===== src/rtl/nbit_alu_pkg.sv =====
// nbit_alu_pkg: opcode type and encodings shared by the ALU, its core and users.
// Latency: n/a (types and constants only).
// Backpressure: n/a.
package nbit_alu_pkg;

    typedef logic [1:0] opcode_t;

    localparam opcode_t OP_ADD = 2'b00;
    localparam opcode_t OP_OR  = 2'b01;
    localparam opcode_t OP_SUB = 2'b10;
    localparam opcode_t OP_XOR = 2'b11;

endpackage : nbit_alu_pkg


===== src/rtl/nbit_alu_if.sv =====
// nbit_alu_if: operand/opcode request and registered result/flag response of the ALU.
// Latency: n/a (wires only); response follows a valid request by one cycle.
// Backpressure: none; there is no ready, every valid request is accepted.
// Ports: A, B, OPCODE, IN_VALID (request); RESULT, CARRY, ZERO, OUT_VALID (response).
interface nbit_alu_if #(
    parameter int M = 8
);
    import nbit_alu_pkg::*;

    logic [M-1:0] A;
    logic [M-1:0] B;
    opcode_t      OPCODE;
    logic         IN_VALID;
    logic [M-1:0] RESULT;
    logic         CARRY;
    logic         ZERO;
    logic         OUT_VALID;

    // Requester side: drives operands, observes results.
    modport master (
        output A, B, OPCODE, IN_VALID,
        input  RESULT, CARRY, ZERO, OUT_VALID
    );

    // ALU side: consumes operands, drives results.
    modport slave (
        input  A, B, OPCODE, IN_VALID,
        output RESULT, CARRY, ZERO, OUT_VALID
    );

endinterface : nbit_alu_if


===== src/rtl/nbit_alu_core.sv =====
// nbit_alu_core: combinational add/sub/or/xor on M-bit unsigned operands with carry/borrow.
// Latency: 0 cycles (purely combinational).
// Backpressure: none.
// Ports: a, b, opcode in; result (M bits) and carry (carry-out for ADD, borrow for SUB) out.
module nbit_alu_core
    import nbit_alu_pkg::*;
#(
    parameter int M = 8
) (
    input  logic [M-1:0] a,
    input  logic [M-1:0] b,
    input  opcode_t      opcode,
    output logic [M-1:0] result,
    output logic         carry
);

    logic [M:0] sum;
    logic [M:0] diff;

    // Both arithmetic paths run one bit wider so the top bit falls out
    // as carry (add) or borrow (sub). For SUB, bit M of the widened
    // difference is set exactly when a < b.
    assign sum  = {1'b0, a} + {1'b0, b};
    assign diff = {1'b0, a} - {1'b0, b};

    always_comb begin
        result = '0;
        carry  = 1'b0;
        case (opcode)
            OP_ADD: begin
                result = sum[M-1:0];
                carry  = sum[M];
            end
            OP_SUB: begin
                result = diff[M-1:0];
                carry  = diff[M];
            end
            OP_OR: begin
                result = a | b;
            end
            OP_XOR: begin
                result = a ^ b;
            end
            default: begin
                result = '0;
                carry  = 1'b0;
            end
        endcase
    end

endmodule : nbit_alu_core


===== src/rtl/nbit_alu.sv =====
// nbit_alu: M-bit ALU (add/sub/or/xor) with registered result, carry and zero flags.
// Latency: 1 cycle from a valid request edge to OUT_VALID; one result per cycle.
// Backpressure: none; outputs hold when IN_VALID is low, OUT_VALID pulses per result.
// Ports: clk, rst (async active-high); bus = nbit_alu_if slave (A, B, OPCODE, IN_VALID in;
//        RESULT, CARRY, ZERO, OUT_VALID out).
module nbit_alu
    import nbit_alu_pkg::*;
#(
    parameter int M = 8
) (
    input  logic          clk,
    input  logic          rst,
    nbit_alu_if.slave     bus
);

    logic [M-1:0] core_result;
    logic         core_carry;
    logic [M-1:0] result_q;
    logic         carry_q;
    logic         zero_q;
    logic         out_valid_q;

    nbit_alu_core #(
        .M (M)
    ) u_core (
        .a      (bus.A),
        .b      (bus.B),
        .opcode (bus.OPCODE),
        .result (core_result),
        .carry  (core_carry)
    );

    // Zero is taken from the freshly computed result so it lands in the
    // same edge as RESULT rather than lagging it by a cycle.
    always_ff @(posedge clk or posedge rst) begin
        if (rst) begin
            result_q    <= '0;
            carry_q     <= 1'b0;
            zero_q      <= 1'b1;
            out_valid_q <= 1'b0;
        end else begin
            out_valid_q <= bus.IN_VALID;
            if (bus.IN_VALID) begin
                result_q <= core_result;
                carry_q  <= core_carry;
                zero_q   <= ~|core_result;
            end
        end
    end

    assign bus.RESULT    = result_q;
    assign bus.CARRY     = carry_q;
    assign bus.ZERO      = zero_q;
    assign bus.OUT_VALID = out_valid_q;

endmodule : nbit_alu


===== src/flat_wrapper.sv =====
// flat-port wrapper written by rule: the top's interface ports become plain ports
module nbit_alu_flat import nbit_alu_pkg::*;
#(
    parameter int M = 8
)
  (clk, rst, bus_A, bus_B, bus_OPCODE, bus_IN_VALID, bus_RESULT, bus_CARRY, bus_ZERO, bus_OUT_VALID);
  nbit_alu_if #(.M(M)) bus_i ();
  input  logic clk;
  input  logic rst;
  input wire logic [$bits(bus_i.A)-1:0] bus_A;
  input wire logic [$bits(bus_i.B)-1:0] bus_B;
  input wire logic [$bits(bus_i.OPCODE)-1:0] bus_OPCODE;
  input wire logic [$bits(bus_i.IN_VALID)-1:0] bus_IN_VALID;
  output wire logic [$bits(bus_i.RESULT)-1:0] bus_RESULT;
  output wire logic [$bits(bus_i.CARRY)-1:0] bus_CARRY;
  output wire logic [$bits(bus_i.ZERO)-1:0] bus_ZERO;
  output wire logic [$bits(bus_i.OUT_VALID)-1:0] bus_OUT_VALID;
  assign bus_i.A = bus_A;
  assign bus_i.B = bus_B;
  assign bus_i.OPCODE = bus_OPCODE;
  assign bus_i.IN_VALID = bus_IN_VALID;
  assign bus_RESULT = bus_i.RESULT;
  assign bus_CARRY = bus_i.CARRY;
  assign bus_ZERO = bus_i.ZERO;
  assign bus_OUT_VALID = bus_i.OUT_VALID;
  nbit_alu #(.M(M)) u_core (.clk(clk), .rst(rst), .bus(bus_i));
endmodule

===== config.mk =====
export PLATFORM = sky130hd
export DESIGN_NAME = nbit_alu_flat
export DESIGN_NICKNAME = d
export VERILOG_FILES = /design/src/rtl/nbit_alu_pkg.sv /design/src/rtl/nbit_alu_if.sv /design/src/rtl/nbit_alu_core.sv /design/src/rtl/nbit_alu.sv /design/src/flat_wrapper.sv
export SDC_FILE = /design/constraint.sdc
export NUM_CORES = 1
export LEC_CHECK = 0
export CAP_MARGIN = 20
export CELL_PAD_IN_SITES_DETAIL_PLACEMENT = 1
export CELL_PAD_IN_SITES_GLOBAL_PLACEMENT = 2
export CORE_UTILIZATION = 32
export CTS_CLUSTER_DIAMETER = 50
export CTS_CLUSTER_SIZE = 40
export DETAILED_ROUTE_END_ITERATION = 10
export MAX_ROUTING_LAYER = met4
export PLACE_DENSITY_LB_ADDON = 0.1
export RECOVER_POWER = 25
export SLEW_MARGIN = 25
export SYNTH_ARGS = -nofsm -noshare
export SYNTH_HDL_FRONTEND = slang
export SYNTH_SLANG_ARGS = --single-unit
export TNS_END_PERCENT = 30

===== constraint.sdc =====
create_clock -name clk -period 1.7 [get_ports clk]
set_input_delay 0.17 -clock clk [delete_from_list [all_inputs] [get_ports clk]]
set_output_delay 0.17 -clock clk [all_outputs]
set_load 0.1 [all_outputs]

# [Word level (Yosys, flattened, before mapping)]
# Index checks and enable logic that the tools add are counted.
[op_classes] n_addsub=2 n_eq_ne=3 mux=2 bitwise_logic=2 reduce_logical=3
[op_table] op="8-bit case mux with 4 select lines" n=1
[op_table] op="8-bit by 8-bit adder with 9-bit output" n=1
[op_table] op="8-bit by 8-bit subtractor with 9-bit output" n=1
[op_table] op="8-bit OR" n=1
[op_table] op="8-bit OR reduction" n=1
[op_table] op="8-bit bitwise XOR" n=1
[op_table] op="2-bit == test, second input constant" n=2
[op_table] op="2-bit by 1-bit == test with 1-bit output, second input constant" n=1
[op_table] op="2-bit zero test" n=1
[op_table] op="1-bit case mux with 2 select lines" n=1
[op_table] op="1-bit zero test" n=1
[word_totals] reg_bits=11 output_inout_bits=11 elab_cells=16

# [Depth between registers and ports, before layout]
[depth] ltp_word=4 depth_mapped=10

# [Cells and area by module]
# From an unflattened synthesis, not the netlist that was laid out.
[unflattened] cells_unflattened=177 area_unflattened_um2=1511.4
[modules_own_cells] module="nbit_alu_core" instances=1 cells_per_inst=151 area_each_um2=1054.8
[modules_own_cells] module="nbit_alu" instances=1 cells_per_inst=26 area_each_um2=456.7

# [Least setup slack after synthesis]
# OpenSTA, ideal clock, no wires.
[synth_timing] path_kind="in2reg" from="input bus_A[0]" to="register u_core.zero_q, in the netlist u_core.bus.ZERO" setup_time_ps=89 arrival_time_ps=1957 path_slack_ps=-346 stages=10 cell_sequence="inv_1 ha_1 fa_1 or2_1 a2bb2oi_1 a211oi_1 a21oi_1 o221a_2 nand4_1 o32ai_2"
[synth_between] elab_chain_len=4 word_cells_on_any_way=7
[synth_lines] item="from (decl)" line_no="flat_wrapper.sv:10" source="input wire logic [$bits(bus_i.A)-1:0] bus_A;"
[synth_lines] item="8-bit by 8-bit subtractor with 9-bit output (tied with other cells)" line_no="nbit_alu_core.sv:24" source="assign diff = {1'b0, a} - {1'b0, b};"
[synth_lines] item="8-bit case mux with 4 select lines *" line_no="nbit_alu_core.sv:29" source="case (opcode)"
[synth_lines] item="8-bit OR reduction *" line_no="nbit_alu.sv:46" source="zero_q <= ~|core_result;"
[synth_lines] item="1-bit zero test *" line_no="nbit_alu.sv:46"
[synth_lines] item="to (signal assigned)" line_no="nbit_alu.sv:46"
[synth_lines] item="to (decl)" line_no="nbit_alu.sv:20" source="logic zero_q;"
# Mark *: on every way between the ends. The rest lies on a longest branch, timed or not.
# A chain may end at the register's enable or synchronous reset.

# [Final worst setup path]
[layout_timing] from="input bus_A[1]" to="register u_core.result_q[4], in the netlist u_core.bus.RESULT[4]"
[layout_between] elab_chain_len=2 word_cells_on_any_way=3
[layout_lines] item="8-bit by 8-bit subtractor with 9-bit output / 8-bit by 8-bit adder with 9-bit output (equally long branches)" line_no="nbit_alu_core.sv:24, nbit_alu_core.sv:23"
[layout_lines] item="8-bit case mux with 4 select lines *" line_no="nbit_alu_core.sv:29"
[layout_lines] item="to (signal assigned)" line_no="nbit_alu.sv:44" source="result_q <= core_result;"
[layout_lines] item="to (decl)" line_no="nbit_alu.sv:18" source="logic [M-1:0] result_q;"
# Marks and branches as above.

==> results by group <==
Logic synthesis
  • Sequential share of the synthesized area: a little under a fifth
  • Area of the mapped netlist: around 1500 um^2
  • Yosys reg bits: 11
  • Post-Syn Instances: 178
  • Share of the synthesized area in the top cell type: between 20% and 30%
  • EDFF count, synth: 0
  • Async SR Flop Fraction: 100.0%
  • Syn Area/Cell: roughly 8.3 um^2
  • Count of cell types in the netlist: 52
  • Net Count, Synth: between 200 and 250
  • Main area contributors after synthesis: ha_1 20%, dfrtp_1 17%, inv_1 5.6%
  • Synth Warn #: 0
  • Post-synth top area cell: ha_1
  • Top FF cell, synth: dfrtp_1

Clocking
  • Number of H-tree levels: 1
  • Clk root buf: clkbuf_8
  • CTS tree: done
  • Clock Tree Buf Depth: 2
  • Clock Sinks: 11
  • Clock-pin slew on the worst setup and hold paths: 0.05 ns
  • CTS buffer count: 3
  • Worst-Skew Late Latency: between 0.2 and 0.25 ns

Global routing
  • Largest net degree at the start of global routing: 18
  • GRT Util Overall: about a quarter
  • Total global routing overflow: 0
  • First-pass GRT wire length: 8.838 mm
  • Vias in the first global route: 1873
  • Antenna violations before repair: 0

Setup path
  • Worst Path Required: between 1.5 and 2 ns
  • Critical path endpoint category: flop
  • Crit path DAT: around 2.1 ns
  • Crit Path Class: in -> reg
  • Worst Path Max Fanout: 3
  • R2r setup slk: around 0.9 ns
  • Crit path launch type: input pin

Outcome
  • Status: finished, violations left
  • Violated checks: negative setup slack

Floorplanning
  • Die Wd: 69.96 um
  • Die Area: 4894 um^2
  • Io pins: 32
  • Initial Util: 33.70%
  • Number of core rows: 24
  • CORE AREA: approximately 4400 um^2
  • Die extent in y: roughly 70 um

Pwr
  • Clk pwr share: 15.7%
  • Maximum VDD drop: 298.3 uV
  • Combinational power share: between 60% and 70%
  • Internal cell power: around 0.0009 W
  • Net switching fraction of the power: a little under half
  • Design Power: 0.001656 W
  • Psw: approximately 0.00076 W
  • Power Density: between 600 and 700 nW/um^2
  • Flop pwr share: about a fifth
  • P_leak: 1.206 nW

Place
  • Pre-CTS setup slack: -0.9261 ns
  • GPL Wtd Cong: between 0.8 and 0.9
  • Port Buffers: 31
  • Hpwl dp: ~4 mm

Routing
  • Drc violations: 0
  • Via/cell ratio: between 5 and 6
  • Vias: between 1500 and 2000
  • 1st-pass router iterations: 5
  • Post-route ant nets: 0
  • Drt wl/cell: roughly 16 um
  • Routed WL: ~5.3 mm
  • DRT iter0 DRCs: 44

STA
  • Period utilization: 112.9%
  • RSZ-0062 raised after global routing: true
  • Final hold violations: 0
  • Setup ws final: -0.2190 ns
  • Fmax: roughly 520 MHz
  • Slew HR: about 73%
  • Minimum clock period: between 1.5 and 2 ns
  • Final setup violation count: 6
  • Clk_skew: 0 ns
  • Slew Limit Fails: 0
  • Setup TNS: -0.8968 ns
  • Worst slew pin tran: just over 0.4 ns

Final layout
  • ANT cells: 0
  • Area delta synth->final: 75.19%
  • Nets: approximately 320
  • Layout cells sized above 1: 54.65%
  • Most frequent cells in the layout: 73 x buf_4, 14 x nor2_1, 12 x ha_1, 11 x inv_2
  • Leading cell type in the layout, fill and taps excluded: buf_4
  • Fillers: between 400 and 500

Min path
  • Hold Path Class: in -> async

Run
  • Max_cap viols: 0
cell type report:
class / count / area, um^2 / share of cell area, %
repair buffers: 97 / 795.8 / 30.74
inverters: 24 / 116.4 / 4.495
multi-input cells: 133 / 1290 / 49.83
well taps: 52 / 65.06 / 2.513
clock buffers: 4 / 45.04 / 1.740
flip-flops and latches: 11 / 276.5 / 10.68
registers in the layout, summed over array words and instances, names as in the netlist:
register	flops
u_core.bus.ZERO	1
u_core.bus.CARRY	1
u_core.bus.RESULT	8
u_core.bus.OUT_VALID	1
layer usage:
metal	vias up	GRT usage, %	share of wire, %
met1	811	25.69	40
met5	-	-	0
met3	13	1.587	2.2
li1	800	-	-
met2	39	42.31	54
met4	0	11.33	3.1
cells by family (layout without fill, tap and decap cells):
logic type	count (synthesis)	count (layout)	synth area share, %
XOR/XNOR	4	4	2.371
AO/OA/AOI/OAI	56	56	27.77
adder cells (fa/ha/maj)	26	26	23.03
multiplexers	5	5	3.810
buffers and inverters	34	125	10.16
flip-flops	11	11	18.71
AND/OR/NAND/NOR	42	42	14.14
Yosys cell counts, drive strengths merged, types with 2 or more instances:
library cell  count
xor2              2
nand2b            2
nand3             3
o211ai            4
inv              23
fa                2
a31oi             3
o21ai             9
nor3              3
clkbuf            6
xnor2             2
buf               4
o21a              3
nand2            11
ha               24
nor2b             2
a21o              5
o31ai             2
or2               2
nor2             16
a21oi            13
o32ai             2
mux2              2
a211oi            6
mux2i             3
dfrtp            10
a221oi            2
repair_timing:
| item | CTS | global route |
|---|---|---|
| endpoints found under the setup margin | 9 | 8 |
| buffers inserted | 9 | 2 |
| resized for setup | 87 | 11 |
| pin swaps | 28 | 19 |
| hold buffers | 0 | 0 |
metrics by stage:
step                utilization [%]  cell area [um^2]  hold slack [ns]  cells
floorplan                         -              1546          0.02172    178
global placement              52.00              2280           0.4657    309
detailed placement            52.00              2280           0.4807    309
CTS                           58.13              2549           0.2390    321
global route                  59.05              2589           0.4089    321
finish                        59.05              2589           0.3646    321
path summary, 6_finish.rpt:
check / from / to / depth (start not counted)
max in group asynchronous: rst / u_core.bus.ZERO$_DFFE_PP1P_ / 2
max: bus_A[1] / u_core.bus.RESULT[4]$_DFFE_PP0P_ / 11
min: rst / u_core.bus.OUT_VALID$_DFF_PP0_ / 2
min reg2reg: u_core.bus.RESULT[0]$_DFFE_PP0P_ / u_core.bus.RESULT[0]$_DFFE_PP0P_ / 1
min in group clk: u_core.bus.RESULT[0]$_DFFE_PP0P_ / u_core.bus.RESULT[0]$_DFFE_PP0P_ / 1
max reg2reg: u_core.bus.ZERO$_DFFE_PP1P_ / u_core.bus.ZERO$_DFFE_PP1P_ / 2
worst max-delay path, cell delays in order:
cell	delay, ns
buf_4	0.13
buf_6	0.12
fa_2	0.40
a21o_1	0.20
a211oi_2	0.28
buf_4	0.16
buf_4	0.09
a21oi_1	0.05
o221a_2	0.24
buf_4	0.14
a21oi_2	0.11
power by group through the flow:
| stage | Clock (W) | Combinational, W | Sequential (W) |
|---|---|---|---|
| global route | 0.000281 | 0.00114 | 0.000324 |
| finish | 0.000260 | 0.00108 | 0.000320 |
| detailed placement | 0 | 0.000952 | 0.000324 |
| CTS | 0.000273 | 0.00105 | 0.000320 |
| global placement | 0 | 0.000927 | 0.000321 |
| floorplan | 0 | 0.000335 | 0.000592 |
Note: power is estimated with default switching activity, not from simulation.
==> variant: new RTL, config.mk and constraints unchanged <==
`M` is set to 8 in 4 places; all go to 9.
--- a/src/rtl/nbit_alu_if.sv
+++ b/src/rtl/nbit_alu_if.sv
@@ -3,7 +3,7 @@
 // Backpressure: none; there is no ready, every valid request is accepted.
 // Ports: A, B, OPCODE, IN_VALID (request); RESULT, CARRY, ZERO, OUT_VALID (response).
 interface nbit_alu_if #(
-    parameter int M = 8
+    parameter int M = 9
 );
     import nbit_alu_pkg::*;
 
--- a/src/rtl/nbit_alu_core.sv
+++ b/src/rtl/nbit_alu_core.sv
@@ -5,7 +5,7 @@
 module nbit_alu_core
     import nbit_alu_pkg::*;
 #(
-    parameter int M = 8
+    parameter int M = 9
 ) (
     input  logic [M-1:0] a,
     input  logic [M-1:0] b,
--- a/src/rtl/nbit_alu.sv
+++ b/src/rtl/nbit_alu.sv
@@ -6,7 +6,7 @@
 module nbit_alu
     import nbit_alu_pkg::*;
 #(
-    parameter int M = 8
+    parameter int M = 9
 ) (
     input  logic          clk,
     input  logic          rst,
--- a/src/flat_wrapper.sv
+++ b/src/flat_wrapper.sv
@@ -1,7 +1,7 @@
 // flat-port wrapper written by rule: the top's interface ports become plain ports
 module nbit_alu_flat import nbit_alu_pkg::*;
 #(
-    parameter int M = 8
+    parameter int M = 9
 )
   (clk, rst, bus_A, bus_B, bus_OPCODE, bus_IN_VALID, bus_RESULT, bus_CARRY, bus_ZERO, bus_OUT_VALID);
   nbit_alu_if #(.M(M)) bus_i ();
Ports: changed (resized bus_A, bus_B and bus_RESULT); port bits go from 32 to 35. No check against the original RTL was run, so the function may have changed too.
==> variant against the unedited design <==
  * The run still ends with setup timing left
  * Critical path depth decreased by 1
  * Power grew 15%
  * Worst setup slack worse by 0.16 ns
  * First-iteration DRC count grew 16%
  * Worst hold slack improved by 0.0059 ns
  * Sequential share of layout area down 0.30 points
  * Synthesized cell count grew 14%
  * Largest power group unchanged
  * Routed wire length grew 21%
  * Final area increased by 12%
  * Sequential cell count is 1 higher
  * Area after synthesis up 11%
  * Die area rose by 10%
  * Combinational power rose by 17%
  * Clock power grew 8.1%
==> variant: results (changes against the unedited design) <==
Critical path
  – R2R depth: 2 (unchanged)
  – Worst path arrival time: 2.22 ns (+0.13 ns)
  – Max FO, Critical Path: 2 (-1)
  – Crit path from: bus_A[0]
  – CP Capture Point: u_core.bus.ZERO$_DFFE_PP1P_

Layout
  – Layout cells sized above 1: 56.4% (+1.8 points)
  – Fill count: 574 (+16%)
  – Non-Filler Instances: 363 (+13%)
  – Max reg flops: 9 (+1)
  – # diodes: 0 (unchanged)

Clock tree
  – Clock latency at the later pin of the worst-skew pair: around 0.25 ns
  – Max clock buf depth: 2 (unchanged)
  – Clock transition at path regs: around 0.06 ns
  – Root Driver: clkbuf_8

Synth
  – Syn avg cell area: 8.05 sq um (-3.0%)
  – Largest cells by area after synthesis: ha_1 21%, dfrtp_1 17%, inv_1 6.7%
  – Syn_nets: 255 (+13%)
  – Seq/Total Area, Yosys: 18.5% (-0.26 points)
  – Synth unique cells: 47 (-9.6%)
  – Synth cell count leaders: 29 x inv_1, 27 x ha_1, 16 x nor2_1, 16 x o21ai_0, 12 x a21oi_1
  – Ys Warns: 0 (unchanged)
  – Synth area leader: ha_1

Timing
  – Max_slew headroom: 70.0% (-2.6 points)
  – Endpoints failing setup: 7 (+1)
  – Slack of the critical path: -0.378 ns (-0.159 ns)
  – Endpoints failing hold: 0 (unchanged)

Placed design
  – Dpl cells: 351 (+14%)
  – Final Wtd Congestion: 0.845 (-3.8%)
  – Detail Placement HPWL: 4730 um (+19%)
  – I/O Buffers: 34 (+9.7%)

Route
  – Metal1 wirelength: 2500 um (+17%)
  – Avg WL per Cell: 17.6 um (+6.8%)
  – Met2 wire len: 3380 um (+18%)
  – Initial DRC Count: 51 (+16%)
  – Vias per cell: 5.28 (+1.8%)
  – DR WL met3: 354 um (+210%)
  – Pre-antenna DRT Iters: 4 (-1)

Run status
  – Failing checks: setup timing
  – Status: finished, violations left

Pwr
  – Peak supply drop: 0.000589 V (+98%)
  – Leak: 1.33 nW (+10%)

Global route
  – GRT Util Overall: 25.6% (+2.3 points)
  – Vias in the first global route: 2057 (+9.8%)
  – Antenna violations before repair: 0 (unchanged)
  – First-pass GRT wire length: 10300 um (+17%)

Worst hold path
  – HP Class: in -> async
[variant: cell count changes after synthesis, sizes merged, moves of 3 or more]
cell    delta
a211oi     -4
or4        +3
nor3       +5
nand3      +3
or3        +3
inv        +6
ha         +3
mux2       +6
o21a       -3
o21ai      +7
a21o       -4
o211ai     -3
[variant: how the worst min path moves through the flow]
| stage | start | to | slack [ns] |
|---|---|---|---|
| 3_3_place_gp | rst | u_core.bus.CARRY$_DFFE_PP0P_ | 0.48 |
| 4_1_cts | rst | u_core.bus.CARRY$_DFFE_PP0P_ | 0.25 |
| 6_report | rst | u_core.bus.RESULT[7]$_DFFE_PP0P_ | 0.37 |
| 3_5_place_dp | u_core.bus.RESULT[7]$_DFFE_PP0P_ | u_core.bus.RESULT[7]$_DFFE_PP0P_ | 0.51 |
| 5_1_grt | rst | u_core.bus.RESULT[7]$_DFFE_PP0P_ | 0.41 |
| 2_1_floorplan | rst | u_core.bus.CARRY$_DFFE_PP0P_ | 0.03 |
[variant: logic make-up after synthesis]
group	synth area share, %
and+or+nand+nor	16.4
AOI/OAI and AO/OA	22.6
adders and majority gates	23.1
xor gates and xnor gates	1.61
buffers and inverters	9.49
DFF	18.5
muxes	8.35
[variant: routing by layer]
layer	vias up	global-route usage, %
met5	-	-
met3	15	2.19
met2	71	46.8
li1	897	-
met4	0	8.33
met1	932	29.2
[variant: cell type report]
type                    instances  share of cell area, %
clock buffers                   4                   1.55
inverters                      29                   4.35
multi-input cells             151                   52.9
flip-flops and latches         12                   10.4
well taps                      67                   2.89
repair buffers                100                   27.9
[variant: report_power, final]
part	internal [mW]	switching [mW]	total, mW
clock network	0.166	0.115	0.281
logic	0.486	0.771	1.26
registers	0.332	0.0273	0.359
[variant: critical path, cell delays in order]
cell      delay, ns
buf_8          0.08
inv_4          0.03
ha_4           0.15
fa_1           0.49
inv_1          0.04
mux4_2         0.47
nand3b_1       0.19
nor3_2         0.14
nand4b_1       0.15
o41ai_2        0.32
[variant: repair_timing]
item | CTS | global route
pin swaps | 26 | 17
setup buffers | 5 | 5
setup endpoints to repair | 10 | 9
cloned | 0 | 0
endpoints found under the hold margin | 0 | 0
gates resized for setup | 114 | 26
[variant: through the flow]
step	area, sq um	setup WS [ns]	setup TNS [ns]
finish	2900	-0.378	-1.31
detailed placement	2510	-1.12	-8.93
global route	2900	-0.427	-1.80
floorplan	1720	-0.311	-1.19
global placement	2510	-1.06	-8.38
CTS	2790	-0.473	-1.44
